==> src/rtl/counter_bcd_display_pkg.sv <==
//==============================================================================
// Module : counter_display_pkg
// Brief  : Shared FSM state type, 7-segment glyphs and parameter checks
//          for the BCD display path.
// Rev    : 1.0 - initial release
//==============================================================================
`default_nettype none

package counter_display_pkg;

  typedef enum logic [1:0] {
    IDLE  = 2'd0,
    SHIFT = 2'd1,
    DONE  = 2'd2
  } state_t;

  // Active-high segment patterns, bit order {g,f,e,d,c,b,a}
  localparam logic [6:0] C_SEG_0     = 7'b0111111;
  localparam logic [6:0] C_SEG_1     = 7'b0000110;
  localparam logic [6:0] C_SEG_2     = 7'b1011011;
  localparam logic [6:0] C_SEG_3     = 7'b1001111;
  localparam logic [6:0] C_SEG_4     = 7'b1100110;
  localparam logic [6:0] C_SEG_5     = 7'b1101101;
  localparam logic [6:0] C_SEG_6     = 7'b1111101;
  localparam logic [6:0] C_SEG_7     = 7'b0000111;
  localparam logic [6:0] C_SEG_8     = 7'b1111111;
  localparam logic [6:0] C_SEG_9     = 7'b1101111;
  localparam logic [6:0] C_SEG_BLANK = 7'b0000000;

  function automatic logic [6:0] seg7_glyph(input logic [3:0] nib);
    logic [6:0] g;
    case (nib)
      4'd0:    g = C_SEG_0;
      4'd1:    g = C_SEG_1;
      4'd2:    g = C_SEG_2;
      4'd3:    g = C_SEG_3;
      4'd4:    g = C_SEG_4;
      4'd5:    g = C_SEG_5;
      4'd6:    g = C_SEG_6;
      4'd7:    g = C_SEG_7;
      4'd8:    g = C_SEG_8;
      4'd9:    g = C_SEG_9;
      default: g = C_SEG_BLANK;
    endcase
    return g;
  endfunction

  // True when DIGITS decimal places can hold the largest WIDTH-bit value
  function automatic bit digits_ok(input int unsigned width, input int unsigned digits);
    longint unsigned p10;
    p10 = 64'd1;
    for (int unsigned i = 0; i < digits; i++) begin
      p10 = p10 * 64'd10;
    end
    return p10 > ((64'd1 << width) - 64'd1);
  endfunction

endpackage

`default_nettype wire

==> src/rtl/counter_bcd_display_if.sv <==
//==============================================================================
// Module : counter_bcd_display_if
// Brief  : Value input and BCD/display outputs of the display block.
// Rev    : 1.0 - initial release
//==============================================================================
`default_nettype none

interface counter_bcd_display_if #(
  parameter int WIDTH  = 8,
  parameter int DIGITS = 3
);
  logic [WIDTH-1:0]    value;
  logic [4*DIGITS-1:0] bcd;
  logic                bcd_valid;
  logic                busy;
  logic [6:0]          seg;
  logic [DIGITS-1:0]   digit_en;

  modport master (
    output value,
    input  bcd, bcd_valid, busy, seg, digit_en
  );

  modport slave (
    input  value,
    output bcd, bcd_valid, busy, seg, digit_en
  );
endinterface

`default_nettype wire

==> src/rtl/counter_bcd_display_dabble.sv <==
//==============================================================================
// Module : bcd_double_dabble
// Brief  : Sequential binary-to-BCD converter, one shift/adjust per cycle.
// Rev    : 1.0 - initial release
//==============================================================================
`default_nettype none

module bcd_double_dabble
  import counter_display_pkg::*;
#(
  parameter int WIDTH  = 8,
  parameter int DIGITS = 3
) (
  input  wire logic                clock,
  input  wire logic                clear_n,
  input  wire logic                start,
  input  wire logic [WIDTH-1:0]    bin,
  output logic                     busy,
  output logic [4*DIGITS-1:0]      bcd,
  output logic                     done
);

  localparam int BCD_W = 4 * DIGITS;
  localparam int CNT_W = $clog2(WIDTH + 1);

  state_t            r_state;
  logic [WIDTH-1:0]  r_sr;
  logic [BCD_W-1:0]  r_acc;
  logic [BCD_W-1:0]  r_bcd;
  logic [CNT_W-1:0]  r_cnt;
  logic              r_busy;
  logic              r_done;
  logic [BCD_W-1:0]  w_adj;

  always_comb begin
    w_adj = '0;
    for (int k = 0; k < DIGITS; k++) begin
      w_adj[4*k +: 4] = (r_acc[4*k +: 4] >= 4'd5) ? (r_acc[4*k +: 4] + 4'd3)
                                                  : r_acc[4*k +: 4];
    end
  end

  always_ff @(posedge clock or negedge clear_n) begin
    if (!clear_n) begin
      r_state <= IDLE;
      r_sr    <= '0;
      r_acc   <= '0;
      r_bcd   <= '0;
      r_cnt   <= '0;
      r_busy  <= 1'b0;
      r_done  <= 1'b0;
    end else begin
      r_done <= 1'b0;
      case (r_state)
        IDLE: begin
          if (start) begin
            r_sr    <= bin;
            r_acc   <= '0;
            r_cnt   <= '0;
            r_busy  <= 1'b1;
            r_state <= SHIFT;
          end
        end
        SHIFT: begin
          {r_acc, r_sr} <= {w_adj, r_sr} << 1;
          r_cnt         <= r_cnt + 1'b1;
          if (r_cnt == CNT_W'(WIDTH - 1)) begin
            r_state <= DONE;
          end
        end
        DONE: begin
          r_bcd   <= r_acc;
          r_done  <= 1'b1;
          r_busy  <= 1'b0;
          r_state <= IDLE;
        end
        default: r_state <= IDLE;
      endcase
    end
  end

  assign busy = r_busy;
  assign bcd  = r_bcd;
  assign done = r_done;

endmodule

`default_nettype wire

==> src/rtl/counter_bcd_display.sv <==
//==============================================================================
// Module : counter_bcd_display
// Brief  : Converts the seconds count to BCD and scans it onto a
//          multiplexed 7-segment display with leading-zero blanking.
// Rev    : 1.0 - initial release
//==============================================================================
`default_nettype none

module counter_bcd_display
  import counter_display_pkg::*;
#(
  parameter int WIDTH          = 8,
  parameter int DIGITS         = 3,
  parameter int REFRESH_DIV    = 1000,
  parameter bit SEG_ACTIVE_LOW = 1'b1
) (
  input wire logic             clock,
  input wire logic             clear_n,
  counter_bcd_display_if.slave bus
);

  localparam int IDX_W = (DIGITS > 1) ? $clog2(DIGITS) : 1;
  localparam int REF_W = $clog2(REFRESH_DIV);
  localparam logic [6:0]        C_SEG_RST = SEG_ACTIVE_LOW ? ~C_SEG_0 : C_SEG_0;
  localparam logic [DIGITS-1:0] C_EN_RST  = SEG_ACTIVE_LOW ? ~DIGITS'(1) : DIGITS'(1);

  if (!digits_ok(WIDTH, DIGITS)) begin : g_bad_digits
    $error("DIGITS cannot represent the full WIDTH range");
  end
  if (REFRESH_DIV < 2) begin : g_bad_refresh
    $error("REFRESH_DIV must be at least 2");
  end

  logic [WIDTH-1:0]    r_last_value;
  logic [REF_W-1:0]    r_refresh;
  logic [IDX_W-1:0]    r_idx;
  logic [6:0]          r_seg;
  logic [DIGITS-1:0]   r_digit_en;

  logic                w_busy;
  logic                w_done;
  logic                w_start;
  logic [4*DIGITS-1:0] w_bcd;
  logic                w_wrap;
  logic [IDX_W-1:0]    w_idx_nxt;
  logic [DIGITS-1:0]   w_blank;
  logic [6:0]          w_seg_hi;
  logic [DIGITS-1:0]   w_en_hi;

  // The converter is idle exactly when busy is low, so that gates sampling
  assign w_start = !w_busy && (bus.value != r_last_value);

  bcd_double_dabble #(
    .WIDTH  (WIDTH),
    .DIGITS (DIGITS)
  ) u_dabble (
    .clock   (clock),
    .clear_n (clear_n),
    .start   (w_start),
    .bin     (bus.value),
    .busy    (w_busy),
    .bcd     (w_bcd),
    .done    (w_done)
  );

  always_ff @(posedge clock or negedge clear_n) begin
    if (!clear_n) begin
      r_last_value <= '0;
    end else if (w_start) begin
      r_last_value <= bus.value;
    end
  end

  assign w_wrap    = (r_refresh == REF_W'(REFRESH_DIV - 1));
  assign w_idx_nxt = !w_wrap ? r_idx :
                     (r_idx == IDX_W'(DIGITS - 1)) ? '0 : r_idx + 1'b1;

  // A digit blanks only when it and every more significant digit are zero
  always_comb begin
    w_blank = '0;
    for (int k = DIGITS - 1; k > 0; k--) begin
      w_blank[k] = (w_bcd[4*k +: 4] == 4'd0) && ((k == DIGITS - 1) || w_blank[(k + 1) % DIGITS]);
    end
  end

  always_comb begin
    w_seg_hi = C_SEG_BLANK;
    w_en_hi  = '0;
    for (int k = 0; k < DIGITS; k++) begin
      if (IDX_W'(k) == w_idx_nxt) begin
        w_seg_hi   = w_blank[k] ? C_SEG_BLANK : seg7_glyph(w_bcd[4*k +: 4]);
        w_en_hi[k] = 1'b1;
      end
    end
  end

  always_ff @(posedge clock or negedge clear_n) begin
    if (!clear_n) begin
      r_refresh  <= '0;
      r_idx      <= '0;
      r_seg      <= C_SEG_RST;
      r_digit_en <= C_EN_RST;
    end else begin
      r_refresh <= w_wrap ? '0 : r_refresh + 1'b1;
      if (w_wrap) begin
        r_idx      <= w_idx_nxt;
        r_seg      <= SEG_ACTIVE_LOW ? ~w_seg_hi : w_seg_hi;
        r_digit_en <= SEG_ACTIVE_LOW ? ~w_en_hi : w_en_hi;
      end
    end
  end

  assign bus.bcd       = w_bcd;
  assign bus.bcd_valid = w_done;
  assign bus.busy      = w_busy;
  assign bus.seg       = r_seg;
  assign bus.digit_en  = r_digit_en;

endmodule

`default_nettype wire

==> src/flat_wrapper.sv <==
// flat-port wrapper written by rule: the top's interface ports become plain ports
module counter_bcd_display_flat import counter_display_pkg::*;
#(
  parameter int WIDTH          = 8,
  parameter int DIGITS         = 3,
  parameter int REFRESH_DIV    = 1000,
  parameter bit SEG_ACTIVE_LOW = 1'b1
)
  (clock, clear_n, bus_value, bus_bcd, bus_bcd_valid, bus_busy, bus_seg, bus_digit_en);
  counter_bcd_display_if #(.WIDTH(WIDTH), .DIGITS(DIGITS)) bus_i ();
  input wire logic clock;
  input wire logic clear_n;
  input wire logic [$bits(bus_i.value)-1:0] bus_value;
  output wire logic [$bits(bus_i.bcd)-1:0] bus_bcd;
  output wire logic [$bits(bus_i.bcd_valid)-1:0] bus_bcd_valid;
  output wire logic [$bits(bus_i.busy)-1:0] bus_busy;
  output wire logic [$bits(bus_i.seg)-1:0] bus_seg;
  output wire logic [$bits(bus_i.digit_en)-1:0] bus_digit_en;
  assign bus_i.value = bus_value;
  assign bus_bcd = bus_i.bcd;
  assign bus_bcd_valid = bus_i.bcd_valid;
  assign bus_busy = bus_i.busy;
  assign bus_seg = bus_i.seg;
  assign bus_digit_en = bus_i.digit_en;
  counter_bcd_display #(.WIDTH(WIDTH), .DIGITS(DIGITS), .REFRESH_DIV(REFRESH_DIV), .SEG_ACTIVE_LOW(SEG_ACTIVE_LOW)) u_core (.clock(clock), .clear_n(clear_n), .bus(bus_i));
endmodule
==> config.mk <==
export PLATFORM = sky130hd
export DESIGN_NAME = counter_bcd_display_flat
export DESIGN_NICKNAME = d
export VERILOG_FILES = /design/src/rtl/counter_bcd_display_pkg.sv /design/src/rtl/counter_bcd_display_if.sv /design/src/rtl/counter_bcd_display_dabble.sv /design/src/rtl/counter_bcd_display.sv /design/src/flat_wrapper.sv
export SDC_FILE = /design/constraint.sdc
export NUM_CORES = 1
export LEC_CHECK = 0
export BUFFER_PORTS_ARGS = -buffer_cell sky130_fd_sc_hd__buf_2
export CORE_UTILIZATION = 49
export CTS_CLUSTER_DIAMETER = 60
export DETAILED_ROUTE_END_ITERATION = 7
export HOLD_SLACK_MARGIN = 0.08
export PLACE_DENSITY = 0.67
export SYNTH_ARGS = -nofsm -noshare
export SYNTH_HDL_FRONTEND = slang
export SYNTH_SLANG_ARGS = --single-unit
==> constraint.sdc <==
create_clock -name clock -period 2.4 [get_ports clock]
set_input_delay 0.48 -clock clock [delete_from_list [all_inputs] [get_ports clock]]
set_output_delay 0.48 -clock clock [all_outputs]
set_load 0.005 [all_outputs]
== After elaboration in Yosys (flattened, before gate mapping) ==
Memories as Yosys holds them, arrays and structs flattened.
Cells that the tools add are included.
Storage, ports and cells
  memories kept: 3
  bits in registers: 70
  memory bits (read-only): 336
  output and inout port bits: 24
  input port bits: 10
  logic and storage cells: 74
Cells by class
  $lt $le $gt $ge: 3
  equal/unequal tests: 10
  bitwise logic cells: 2
  add/sub/neg operators: 6
  multiplexer cells: 26
  reductions and logical operators: 12
Memory list
  (no name shown): words 16, bits a word 7, rd ports 1, clocked after memory_dff 0, write ports 0, RTL line counter_bcd_display_pkg.sv:32  | case (nib)
  (no name shown): words 16, bits a word 7, rd ports 1, clocked after memory_dff 0, write ports 0, RTL line counter_bcd_display_pkg.sv:32
  (no name shown): words 16, bits a word 7, rd ports 1, clocked after memory_dff 0, write ports 0, RTL line counter_bcd_display_pkg.sv:32
Operators with widths (count)
  two-way mux 7 bit: 5
  case mux 12 bit (2 select lines): 1
  case mux 8 bit (2 select lines): 1
  >= comparator 4 x 3 -> 1 bit, second input constant: 3
  two-way mux 12 bit: 1
  two-way mux 4 bit: 3
  adder 10 x 1 -> 10 bit, second input constant: 1
  == test 10 bit, second input constant: 1
  two-way mux 10 bit: 1
  adder 4 x 2 -> 4 bit, second input constant: 2
  zero test 4 bit: 2
  two-way mux 2 bit: 4
  two-way mux 8 bit: 1
  inequality test 8 bit: 1
  case mux 4 bit (2 select lines): 1
  NOT 7 bit: 1
  AND reduction 2 bit: 3
  two-way mux 1 bit: 5
  adder 4 x 1 -> 4 bit, second input constant: 1
  == test 2 bit, second input constant: 2
  == test 4 x 3 -> 1 bit, second input constant: 1
  zero test 2 bit: 2
  inequality test 2 bit, second input constant: 2
  case mux 2 bit (2 select lines): 1
  11 further kinds: 13

== Depth between registers and ports, before layout ==
  depth in word-level cells: 8
  depth in mapped cells: 7
  mapped depth without buffers: 6

== By module ==
A second synthesis with hierarchy kept.
Second synthesis, totals
  cell total of the unflattened synthesis: 398
  area total of the unflattened synthesis: 3985.1 um^2
Modules (own cells, without submodules)
  counter_bcd_display: area an instance 2052.0 um^2, sequential area each 754.5 um^2, instances 1, cells each 215
  bcd_double_dabble: area an instance 1933.1 um^2, sequential area each 1001.0 um^2, instances 1, cells each 183

== Worst setup path after synthesis ==
No wires, ideal clock.
  kind: reg-to-reg
  start: register u_core.u_dabble.r_bcd[9], in the netlist u_core.u_dabble.bcd[9]
  end: register u_core.r_seg[2], in the netlist u_core.bus.seg[2]
  cell stages (with the launch flop): 7
  path buffers: 0
  data required time: 2.290 ns
  arrival: 1.797 ns
  setup slack: 0.493 ns
  cell sequence: dfrtp_1 -> inv_1 -> ha_1 -> or4b_4 -> o211ai_2 -> a211oi_1 -> o41ai_1
On the way
  cells in the longest elaborated chain, start to end: 6
RTL lines
  start, declared: RTL line counter_bcd_display_dabble.sv:29  | logic [BCD_W-1:0] r_bcd;
  start signal, assigned: RTL line counter_bcd_display_dabble.sv:72  | r_bcd <= r_acc;
  parallel branches: the longest is 4 deep, another holds memory read (16 x 7 bit)
  two-way mux 7 bit (*): RTL line counter_bcd_display.sv:90  | if (IDX_W'(k) == w_idx_nxt) begin
  NOT 7 bit (*): RTL line counter_bcd_display.sv:107  | r_seg <= SEG_ACTIVE_LOW ? ~w_seg_hi : w_seg_hi;
  end signal, assigned: RTL line counter_bcd_display.sv:107
  end, declared: RTL line counter_bcd_display.sv:37  | logic [6:0] r_seg;
Mark *: on every way between the ends.
A chain may end at the register's enable or synchronous reset.

== Worst setup path after layout ==
Ends and elaborated chain as after synthesis.

==> metrics <==
Seq cells post-synth=70; first-pass detailed-route iteration total=4; pin count of the biggest net entering global routing=between 70 and 80; port bufs=33; outcome=finished, final reports clean; Fin. Hold Viols=0; worst skew pair latency=0.34 ns; crit end category=register; DRC errors left=0; Netlist Area Pre-Place=a little over 4000 um^2; CTS Buf Count=9; hold_buf cts=0; commonest non-fill, non-tap cell in the layout=dfrtp_1; # resized after CTS=0; CP startpoint kind=register; beginning of the critical path=u_core.u_dabble.bcd[9]$_DFFE_PN0P_; Initial Utilization=51.5%; vias per cell=around 5.7; VDD IR-drop max=0.487 mV; number of distinct library cells after synthesis=63; Layout Nets=between 400 and 500; post-synthesis xor/xnor area fraction=under 10%; Synth Area in Adders=7.13%; layout cell share with drive strength beyond 1=around 16%; CTS tree=done; largest area contributor in the netlist=dfrtp_1; row count=32; crit path DAT=between 2 and 2.5 ns; worst r2r src=u_core.u_dabble.bcd[9]$_DFFE_PN0P_; leakage power=2.09 nW; WL final=about 8500 um; I/O pins=34; largest family of logic cells by synthesized area=compound AO/OA/AOI/OAI gates; Max FO, Critical Path=8; Setup Viol. Count Final=0; syn avg cell area=approximately 10 um^2; initial antenna violation count=0; max cap viols=0; Fin Clk Skew=0.00832 ns; worst slew pin tran=~1.1 ns; critical path's top delay family=compound AO/OA/AOI/OAI gates; dpl hpwl=6000 um; Antenna Cells=0; vias in the first global route=3015; critical path class=reg2reg; most used flip-flop cell after synthesis=dfrtp_1; first-pass GRT wire length=about 14000 um; Die Span X=roughly 93 um; WP buf/inv=1; RD Place Congestion=0.831; CP peak stage delay=between 0.5 and 0.6 ns; mux contribution to synthesized area=around 6.2%; syn nets=approximately 440; Area Overhead vs Synth=11.7%; CTS clk-pin slew, worst paths=around 0.070 ns; sequential fraction of the synthesis area=a little over two fifths; 1st-iter DRT viols=roughly 120; slowest cell on the critical path=or4b_4; RSZ-0062 raised after global routing=no; Tcrit/Tclk final=about nine tenths; Rel. slew slack=~30%; crit path cell chain=inv_1, ha_1, or4b_4, o211ai_2, a211oi_1, o41ai_1; top cell type's share of synthesized area=41.5%; die height=roughly 93 um; Antenna Nets Post-Route=0; TNS Setup=0 ns; total gr overflow=0; Max Root-Sink Buffers=2; Final Max Tran Viols=0; via count=roughly 3100; Synth Instances=between 400 and 500; worst path required time=around 2.6 ns; EDFF count, synth=0; root buffer cell=clkbuf_8; Total GRT Usage=a little over a fifth; Syn. warnings=0; Pwr Density=991 nW/um^2; H-tree levels=3; complex-gate fraction of the synthesized area=18.0%; FMAX=about 460 MHz; die area=about 8600 um^2; Core Box Area=about 7800 um^2; Synth area leaders=dfrtp_1 42%, ha_1 7.1%, mux2_1 3.6%; Async S/R FF share, synth=between 90% and 100%; Tmin final=roughly 2.2 ns; hold slack=~0.14 ns; Post-CTS Setup Bufs=0; Hold Crit Class=in2async; clock sinks=70; simple-gate share of the synthesized area=between 10% and 20%; most frequent cells in the layout=67 x dfrtp_1, 33 x buf_2, 28 x nand2_1; routed length per instance=around 16 um
==> power breakdown <==
part           total (W)  leakage (nW)  internal (W)  switching, W
combinational    0.00173          1.11      0.000820      0.000912
sequential       0.00186         0.894       0.00149      0.000370
clock           0.000880        0.0863      0.000469      0.000411
==> layer usage <==
layer,vias up,track usage (%),part of all wire [%]
met3,17,3.45,3.1
met4,0,10.3,2.1
met2,47,34.2,47
met1,1513,27.8,48
met5,-,0,0
li1,1538,-,-
==> cells by family (layout without fill, tap and decap cells) <==
kind of cell | count (synthesis) | after routing
and+or+nand+nor | 127 | 127
adders and majority gates | 23 | 23
AOI/OAI and AO/OA | 104 | 104
muxes | 23 | 23
xor gates and xnor gates | 18 | 18
DFF | 70 | 70
buffers and inverters | 39 | 76
==> worst register-to-register path: stages, from the launching register on <==
cell and delay (ns):
dfrtp_1 0.47, inv_1 0.16, ha_1 0.27, or4b_4 0.51, o211ai_2 0.21, a211oi_1 0.11, o41ai_1 0.35
==> flip-flops by register name, indices dropped and copies added, names as in the netlist <==
| name | count |
|---|---|
| u_core.bus.digit_en | 3 |
| u_core.r_last_value | 8 |
| u_core.u_dabble.r_cnt | 4 |
| u_core.r_idx | 2 |
| u_core.r_refresh | 10 |
| u_core.u_dabble.r_state | 2 |
| u_core.u_dabble.r_acc | 12 |
| u_core.u_dabble.r_sr | 8 |
| u_core.u_dabble.done | 1 |
| u_core.u_dabble.busy | 1 |
| u_core.u_dabble.bcd | 12 |
| u_core.bus.seg | 7 |
==> metrics by stage <==
step	cells	total power, W	util [%]	area, um^2	worst slack [ns]
after floorplan	404	0.00310	-	4040	0.493
after global placement	529	0.00354	55.3	4340	0.272
after detailed placement	529	0.00361	55.3	4340	0.194
after CTS	543	0.00450	57.5	4510	0.205
after global routing	543	0.00482	57.5	4510	0.0553
final	543	0.00447	57.5	4510	0.208
==> synthesized netlist by cell type (3+ instances only) <==
| cell | count |
|---|---|
| mux2_1 | 13 |
| o21ai_0 | 17 |
| nor3_1 | 10 |
| ha_1 | 23 |
| inv_1 | 17 |
| dfstp_2 | 3 |
| a211oi_1 | 3 |
| xnor2_1 | 13 |
| nor2b_1 | 10 |
| nand2b_1 | 15 |
| xor2_1 | 5 |
| nand4_1 | 10 |
| buf_2 | 6 |
| mux2_2 | 4 |
| nand2_1 | 28 |
| a31oi_1 | 4 |
| o211ai_1 | 7 |
| a22oi_1 | 8 |
| o21ai_1 | 11 |
| mux2i_1 | 6 |
| nor4b_1 | 3 |
| o22ai_1 | 6 |
| a32o_1 | 3 |
| o21a_1 | 4 |
| a21oi_1 | 14 |
| nor2_1 | 18 |
| dfrtp_1 | 67 |
| nand3_1 | 13 |
| clkbuf_1 | 15 |
==> cell type report <==
type	count	area, um^2
inverter	17	63.8
multi-input combinational	295	2130
tap	102	128
clock inverter	2	35.0
clock buffer	12	135
timing repair buffer	45	268
fill	713	3340
sequential	70	1760
==> final timing paths <==
kind	slack, ns	endpoint	cells after the start
max	0.21	u_core.bus.seg[2]$_DFFE_PN0N_	6
min	0.14	u_core.r_refresh[8]$_DFF_PN0_	2
max reg2reg	0.21	u_core.bus.seg[2]$_DFFE_PN0N_	6
min reg2reg	0.48	u_core.bus.seg[5]$_DFFE_PN0N_	2
max in group asynchronous	1.92	u_core.bus.digit_en[1]$_DFFE_PN1N_	2
min in group clock	0.40	u_core.r_last_value[1]$_DFFE_PN0P_	2
(Power assumes the default switching activity.)
